==> src/rtl/i2s_tx_serializer_if.sv <==
// rtl/i2s_tx_serializer_if.sv - sample input and serial output bundle of the I2S transmitter
interface i2s_tx_serializer_if #(
    parameter int BIT_WIDTH = 24
);
    logic                 enable;
    logic [BIT_WIDTH-1:0] left_in;
    logic [BIT_WIDTH-1:0] right_in;
    logic                 sample_req;
    logic                 bclk;
    logic                 lrclk;
    logic                 sdata;

    modport master (
        output enable, left_in, right_in,
        input  sample_req, bclk, lrclk, sdata
    );

    modport slave (
        input  enable, left_in, right_in,
        output sample_req, bclk, lrclk, sdata
    );
endinterface

==> src/rtl/i2s_tx_serializer.sv <==
// rtl/i2s_tx_serializer.sv - stereo I2S transmitter: latches L/R sample pairs and serializes them MSB first
module i2s_tx_serializer #(
    parameter int BIT_WIDTH = 24,
    parameter int SLOT_BITS = 32,
    parameter int BCLK_DIV  = 4
) (
    input  logic               clk,
    input  logic               reset,
    i2s_tx_serializer_if.slave bus
);
    localparam int FRAME_BITS = 2 * SLOT_BITS;
    localparam int PAD_BITS   = SLOT_BITS - BIT_WIDTH;
    localparam int PW         = $clog2(FRAME_BITS);
    localparam int DW         = $clog2(BCLK_DIV);

    localparam logic [PW-1:0] P_LAST   = PW'(FRAME_BITS - 1);
    localparam logic [PW-1:0] P_LR_LO  = PW'(SLOT_BITS - 1);
    localparam logic [PW-1:0] P_LR_HI  = PW'(FRAME_BITS - 2);
    localparam logic [DW-1:0] DIV_LAST = DW'(BCLK_DIV - 1);
    localparam logic [DW-1:0] DIV_HALF = DW'(BCLK_DIV / 2);

    typedef enum logic {ST_IDLE, ST_RUN} state_t;

    state_t                state_q, state_d;
    logic [DW-1:0]         div_q, div_d;
    logic [PW-1:0]         p_q, p_d;
    logic [BIT_WIDTH-1:0]  left_hold, right_hold;
    logic [FRAME_BITS-1:0] frame_word;
    logic                  bclk_q, lrclk_q, sdata_q, sample_req_q;
    logic                  bclk_d, lrclk_d, sdata_d, sample_req_d;

    // Whole frame laid out MSB first: position p maps to bit FRAME_BITS-1-p.
    assign frame_word = {left_hold, {PAD_BITS{1'b0}}, right_hold, {PAD_BITS{1'b0}}};

    always_comb begin
        state_d = state_q;
        div_d   = div_q;
        p_d     = p_q;
        if (!bus.enable) begin
            state_d = ST_IDLE;
            div_d   = '0;
            p_d     = P_LAST;
        end else if (state_q == ST_IDLE) begin
            // First enabled cycle keeps the idle counters: that position is the latch slot.
            state_d = ST_RUN;
        end else if (div_q == DIV_LAST) begin
            div_d = '0;
            p_d   = (p_q == P_LAST) ? '0 : p_q + PW'(1);
        end else begin
            div_d = div_q + DW'(1);
        end

        // Outputs are registered from the next counter state so they line up with it.
        sample_req_d = bus.enable && (p_d == P_LAST) && (div_d == '0);
        bclk_d       = bus.enable && (div_d >= DIV_HALF);
        lrclk_d      = bus.enable && (p_d >= P_LR_LO) && (p_d <= P_LR_HI);
        sdata_d      = bus.enable && frame_word[P_LAST - p_d];
    end

    always_ff @(posedge clk) begin
        if (reset) begin
            state_q      <= ST_IDLE;
            div_q        <= '0;
            p_q          <= P_LAST;
            left_hold    <= '0;
            right_hold   <= '0;
            bclk_q       <= 1'b0;
            lrclk_q      <= 1'b0;
            sdata_q      <= 1'b0;
            sample_req_q <= 1'b0;
        end else begin
            state_q      <= state_d;
            div_q        <= div_d;
            p_q          <= p_d;
            bclk_q       <= bclk_d;
            lrclk_q      <= lrclk_d;
            sdata_q      <= sdata_d;
            sample_req_q <= sample_req_d;
            if (sample_req_q && bus.enable) begin
                left_hold  <= bus.left_in;
                right_hold <= bus.right_in;
            end
        end
    end

    assign bus.sample_req = sample_req_q;
    assign bus.bclk       = bclk_q;
    assign bus.lrclk      = lrclk_q;
    assign bus.sdata      = sdata_q;
endmodule

==> src/flat_wrapper.sv <==
// flat-port wrapper written by rule: the top's interface ports become plain ports
module i2s_tx_serializer_flat 
#(
    parameter int BIT_WIDTH = 24,
    parameter int SLOT_BITS = 32,
    parameter int BCLK_DIV  = 4
)
  (clk, reset, bus_enable, bus_left_in, bus_right_in, bus_sample_req, bus_bclk, bus_lrclk, bus_sdata);
  i2s_tx_serializer_if #(.BIT_WIDTH(BIT_WIDTH)) bus_i ();
  input  logic clk;
  input  logic reset;
  input wire logic [$bits(bus_i.enable)-1:0] bus_enable;
  input wire logic [$bits(bus_i.left_in)-1:0] bus_left_in;
  input wire logic [$bits(bus_i.right_in)-1:0] bus_right_in;
  output wire logic [$bits(bus_i.sample_req)-1:0] bus_sample_req;
  output wire logic [$bits(bus_i.bclk)-1:0] bus_bclk;
  output wire logic [$bits(bus_i.lrclk)-1:0] bus_lrclk;
  output wire logic [$bits(bus_i.sdata)-1:0] bus_sdata;
  assign bus_i.enable = bus_enable;
  assign bus_i.left_in = bus_left_in;
  assign bus_i.right_in = bus_right_in;
  assign bus_sample_req = bus_i.sample_req;
  assign bus_bclk = bus_i.bclk;
  assign bus_lrclk = bus_i.lrclk;
  assign bus_sdata = bus_i.sdata;
  i2s_tx_serializer #(.BIT_WIDTH(BIT_WIDTH), .SLOT_BITS(SLOT_BITS), .BCLK_DIV(BCLK_DIV)) u_core (.clk(clk), .reset(reset), .bus(bus_i));
endmodule
==> config.mk <==
export PLATFORM = sky130hd
export DESIGN_NAME = i2s_tx_serializer_flat
export DESIGN_NICKNAME = d
export VERILOG_FILES = /design/src/rtl/i2s_tx_serializer_if.sv /design/src/rtl/i2s_tx_serializer.sv /design/src/flat_wrapper.sv
export SDC_FILE = /design/constraint.sdc
export NUM_CORES = 1
export LEC_CHECK = 0
export CORE_UTILIZATION = 42
export DETAILED_ROUTE_END_ITERATION = 7
export GPL_ROUTABILITY_DRIVEN = 0
export PLACE_DENSITY = 0.67
export SYNTH_ARGS = -nofsm -noshare
export SYNTH_HDL_FRONTEND = slang
export SYNTH_SLANG_ARGS = --single-unit
==> constraint.sdc <==
create_clock -name clk -period 6.72 [get_ports clk]
set_input_delay 1.68 -clock clk [delete_from_list [all_inputs] [get_ports clk]]
set_output_delay 1.68 -clock clk [all_outputs]
set_load 0.02 [all_outputs]
== After elaboration in Yosys (flattened, before gate mapping) ==
Cells that the tools add are included.
W data, S select, Z words.

* Bits of input ports: 51
* Memories: 0
* Bits in latches: 0
* Bits in read-only memories: 0
* Logic and storage cells: 37
* Register bits: 61
* Memory bits (writable): 0

* $add $sub $neg: 3
* Reduce and logical (&&, ||, !) cells: 8
* $lt $le $gt $ge: 4
* Shift operators: 0
* Multiply operators: 0
* Equal/unequal tests: 3
* Bitwise gates (word level): 0
* Divide/modulo/power cells: 0
* Mux-type cells: 10

{| class="wikitable"
|+ Operators by type and width
! cell !! number
|-
| $mux W6 || 4
|-
| $eq A6 B6 Y1 const B || 2
|-
| $logic_and A1 B1 Y1 || 7
|-
| $lt A6 B7 Y1 const B || 1
|-
| $add A6 B1 Y6 const B || 1
|-
| $bmux W1 S6 || 1
|-
| $ge A6 B5 Y1 const B || 1
|-
| $le A6 B6 Y1 const B || 1
|-
| $mux W2 || 3
|-
| $sub A6 B6 Y6 const A || 1
|-
| $add A2 B1 Y2 const B || 1
|-
| $eq A2 B2 Y1 const B || 1
|-
| $ge A2 B2 Y1 const B || 1
|-
| $logic_not A2 Y1 || 1
|-
| $mux W1 || 2
|}

== Logic depth before layout (Yosys ltp) ==
* Depth after elaboration: 9
* Gate-level depth with buffers: 11
* Gate-level depth less buffers: 9

== Worst setup path before layout ==
No wires, ideal clock.

* Path type: input port to flip-flop
* Start: input port bus_enable
* End: register u_core.sdata_q, in the netlist u_core.bus.sdata
* Stages on the path: 8
* Buffers on the path: 2
* Data arrival time: 3.362 ns
* Required time: 6.661 ns
* Path slack: 3.300 ns
* Cells stage by stage: clkbuf_1 -> a21boi_2 -> and2_1 -> buf_6 -> mux2i_1 -> mux4_2 -> a2111oi_2 -> a31o_1

* Longest elaborated chain between the ends: 5

{| class="wikitable"
|+ RTL lines
! item !! line !! RTL
|-
| start: declaration || flat_wrapper.sv:12 || <nowiki>input wire logic [$bits(bus_i.enable)-1:0] bus_enable;</nowiki>
|-
| $mux W6 || i2s_tx_serializer.sv:39 || <nowiki>if (!bus.enable) begin</nowiki>
|-
| $sub A6 B6 Y6 || i2s_tx_serializer.sv:57 || <nowiki>sdata_d = bus.enable && frame_word[P_LAST - p_d];</nowiki>
|-
| $bmux W1 S6 || i2s_tx_serializer.sv:57 ||
|-
| $mux W1 (implied by the code) || i2s_tx_serializer.sv:57 ||
|-
| $logic_and A1 B1 Y1 * || i2s_tx_serializer.sv:57 ||
|-
| end signal: assignment || i2s_tx_serializer.sv:77 || <nowiki>sdata_q <= sdata_d;</nowiki>
|-
| end: declaration || i2s_tx_serializer.sv:29 || <nowiki>logic bclk_q, lrclk_q, sdata_q, sample_req_q;</nowiki>
|}

Every way passes the cells marked *; elsewhere a longest branch is shown, timed or not. The select of a mux whose other input is x is not followed.
A chain may end at the register's enable or synchronous reset.

== Final worst setup path ==
Ends and elaborated chain as after synthesis.

==> metrics.md <==
| Metric | Value |
|---|---|
| Period utilisation layout | 0.647 |
| Vias in the first global route | 2241 |
| R2r startpoint | u_core.p_q[0]$_SDFF_PP1_ |
| Slew Limit Headroom | 0.311 |
| Worst path cell trace | clkdlybuf4s50_1 -> a21boi_2 -> and2_1 -> mux2i_1 -> mux4_2 -> a2111oi_2 -> a31o_1 |
| Routed WL | 6.06 mm |
| Design Power | a little over 700 uW |
| Status | complete, no violations |
| Max incr delay on CP | 830 ps |
| Ports | 55 |
| Wire length per cell | 12.7 um |
| Switch Pwr | 163 uW |
| Die W | 82.0 um |
| Avg Cell Area, Syn | approximately 7.6 um2 |
| Worst hold margin | 453 ps |
| Max IR drop VDD | 0.108 mV |
| DRT iter0 DRCs | 134 |
| DR pass1 iterations | 4 |
| CTS tree | built |
| Setup Buffers After CTS | 0 |
| Share of cells above drive strength 1 | 0.0569 |
| Leakage power | between 1 and 1.5 nW |
| CTS resizes | 0 |
| Sw frac | 0.223 |
| Largest net degree at the start of global routing | 52 |
| Hold-fix buffers, CTS | 0 |
| DP HPWL | 4.16 mm |
| Reg power frac | 0.510 |
| Clock sinks | 60 |
| Worst-case clock skew | 4.19 ps |
| Core area | 6060 um2 |
| Startpoint Class | input pin |
| Crit path DAT | 4630 ps |
| GRT Util Overall | 0.203 |
| Minimum clock period after layout | 4350 ps |
| Starting Density | 0.443 |
| Pin slew with the least headroom to its limit | 1030 ps |
| Post-Place Cells | 463 |
| CP Class | in -> reg |
| Synth Warn # | 0 |
| Max-cap violations | 0 |
| Syn nets | 408 |
| CP required | 7000 ps |
| Nets@finish | 452 |
| Min-delay src | u_core.left_hold[8]$_SDFFE_PP0P_ |
| First-pass GRT wire length | 10.2 mm |
| Via density | between 5 and 6 |
| Synth cell types | 39 |
| Crit-path slowest cell | and2_1 |
| Yosys reg bits | 60 |
| Final std cells w/o fill | 479 |
| Cells after synthesis | 355 |
| Antenna viol nets, final | 0 |
| Worst Setup End Kind | flip-flop |
| Comb pwr share | 0.083 |
| PD cells | 213 nW/um2 |
| Die Height | around 82 um |
| Internal power | 565 uW |
| Std cell rows | 28 |
| Die Area | 6720 um2 |
| H-Tree Depth | 3 |
| Clock Tree Buf Depth | 2 |
| Critical Path Start | bus_enable |
| Final hold violation count | 0 |
| Num CTS Buffers | 9 |
| Root Buffer | clkbuf_8 |
| N_diodes | 0 |
| FMAX | 0.230 GHz |
| Synthesis-to-finish area growth | 27.2% |
| Final setup fails | 0 |
| Skew-Pair Late Insertion Delay | 340 ps |
| Setup TNS | 0 ps |
| Post-synthesis cell area | ~2700 um2 |
| Fillers | 596 |
| Antenna violations before repair | 0 |
| CP Max Fanout | 25 |
| Clock share of power | 0.407 |
| Grt ovf | 0 |
| Clock transition at path regs | 60 ps |
| Slew Limit Fails | 0 |
| Sequential fraction of the synthesis area | 0.447 |
| I/O Buffers | 54 |
| DRC violations left | 0 |
| RSZ-0062 raised after global routing | false |
| Via count | 2449 |
| Hold WC Path Type | reg -> reg |
-- stage by stage --
step | utilization | area [um2] | setup WS, ps
global placement | 0.534 | 3240 | 2210
CTS | 0.564 | 3420 | 2380
finish | 0.564 | 3420 | 2370
floorplan | - | 2690 | 3300
detailed placement | 0.534 | 3240 | 2030
global route | 0.564 | 3420 | 2210
-- flip-flops by register name, indices dropped and copies added, names as in the netlist --
signal                 flops
u_core.bus.sample_req      1
u_core.bus.bclk            1
u_core.bus.sdata           1
u_core.div_q               1
u_core.right_hold         24
u_core.p_q                 6
u_core.state_q             1
u_core.bus.lrclk           1
u_core.left_hold          24
-- per-layer routing --
layer	vias up	global-route usage	wire length (um)
met3	10	0.0700	326
li1	1276	-	-
met2	60	0.312	2830
met5	-	0	0
met1	1103	0.253	2810
met4	0	0.0930	99
-- power groups by stage --
stage	Sequential, mW	Combinational [mW]	Clock (mW)
after global placement	0.379	0.0602	0
after global routing	0.372	0.0675	0.319
after floorplan	0.377	0.0267	0
final	0.371	0.0606	0.296
after detailed placement	0.379	0.0611	0
after CTS	0.371	0.0613	0.303
-- synth_stat cells --
cell type    n  area share
o311ai_0     1      0.0033
buf_4        3      0.0084
buf_6        1      0.0042
nand3_1      8       0.015
o2111ai_2    1      0.0056
a22oi_1      1      0.0028
nor2_1      11       0.015
nand3_2      1      0.0037
o211ai_1     2      0.0056
a21oi_1     57        0.11
ha_1         2      0.0093
o21bai_1     2      0.0056
o21ai_0      5      0.0093
a21boi_2     1      0.0042
nand2_1    135        0.19
xor2_1       3      0.0098
nand4_1      1      0.0023
and2_1       2      0.0047
a221oi_1     4       0.013
o22ai_1      1      0.0023
inv_1        3      0.0042
clkbuf_1    19       0.027
a2111oi_2    1      0.0056
or3_1        2      0.0047
xnor2_1      2      0.0065
nand2b_1     3      0.0070
or2_2        1      0.0023
a41oi_1      1      0.0033
mux4_2       1      0.0084
a211oi_1     1      0.0028
buf_2        1      0.0019
nand3b_1     1      0.0028
a311oi_1     2      0.0065
mux2i_1     10       0.037
buf_1        1      0.0014
a21boi_0     1      0.0028
a32oi_1      2      0.0065
dfxtp_1     60        0.45
a31o_1       1      0.0033
-- cell type report --
class                   instances  area, um2  area share
clock buffers                  15        176      0.0516
clock inverters                 1       5.00     0.00146
inverters                       3       11.3     0.00329
multi-input cells             267       1360       0.398
flip-flops and latches         60       1200       0.351
well taps                      75       93.8      0.0275
repair buffers                 58        571       0.167
-- cell families (layout without fill, tap and decap cells) --
| logic type | after synthesis | in the layout | synth area share |
|---|---|---|---|
| AND/OR/NAND/NOR | 165 | 165 | 0.246 |
| buffers and inverters | 28 | 77 | 0.0466 |
| AO/OA/AOI/OAI | 84 | 84 | 0.189 |
| XOR/XNOR | 5 | 5 | 0.0163 |
| multiplexers | 11 | 11 | 0.0456 |
| flip-flops | 60 | 60 | 0.447 |
| adder cells (fa/ha/maj) | 2 | 2 | 0.00931 |
-- critical path, delay by kind of cell --
family	cells	cell delay, ps
AOI/OAI and AO/OA	3	740
buffers and inverters	1	630
muxes	2	740
and+or+nand+nor	1	830
-- path summary, 6_finish.rpt --
check / to / slack [ps] / cells after the start
min: u_core.left_hold[8]$_SDFFE_PP0P_ / 450 / 2
max reg2reg: u_core.bus.sdata$_SDFF_PP0_ / 3540 / 8
max: u_core.bus.sdata$_SDFF_PP0_ / 2370 / 7
min reg2reg: u_core.left_hold[8]$_SDFFE_PP0P_ / 450 / 2
-- layout by cell type (no fill, tap or decap), types with 2 or more instances in the layout --
| cell | Yosys | routed |
|---|---|---|
| o21bai_1 | 2 | 2 |
| o211ai_1 | 2 | 2 |
| dfxtp_1 | 60 | 60 |
| clkbuf_8 | 0 | 12 |
| nand2_1 | 135 | 135 |
| inv_1 | 3 | 3 |
| ha_1 | 2 | 2 |
| a32oi_1 | 2 | 2 |
| and2_1 | 2 | 2 |
| buf_4 | 3 | 4 |
| xor2_1 | 3 | 3 |
| nand2b_1 | 3 | 3 |
| clkdlybuf4s50_1 | 0 | 54 |
| mux2i_1 | 10 | 10 |
| a221oi_1 | 4 | 4 |
| o21ai_0 | 5 | 5 |
| a311oi_1 | 2 | 2 |
| a21oi_1 | 57 | 57 |
| xnor2_1 | 2 | 2 |
| or3_1 | 2 | 2 |
| nor2_1 | 11 | 11 |
| clkbuf_1 | 19 | 3 |
| nand3_1 | 8 | 8 |
No activity file was read; power rests on OpenSTA's default activity.
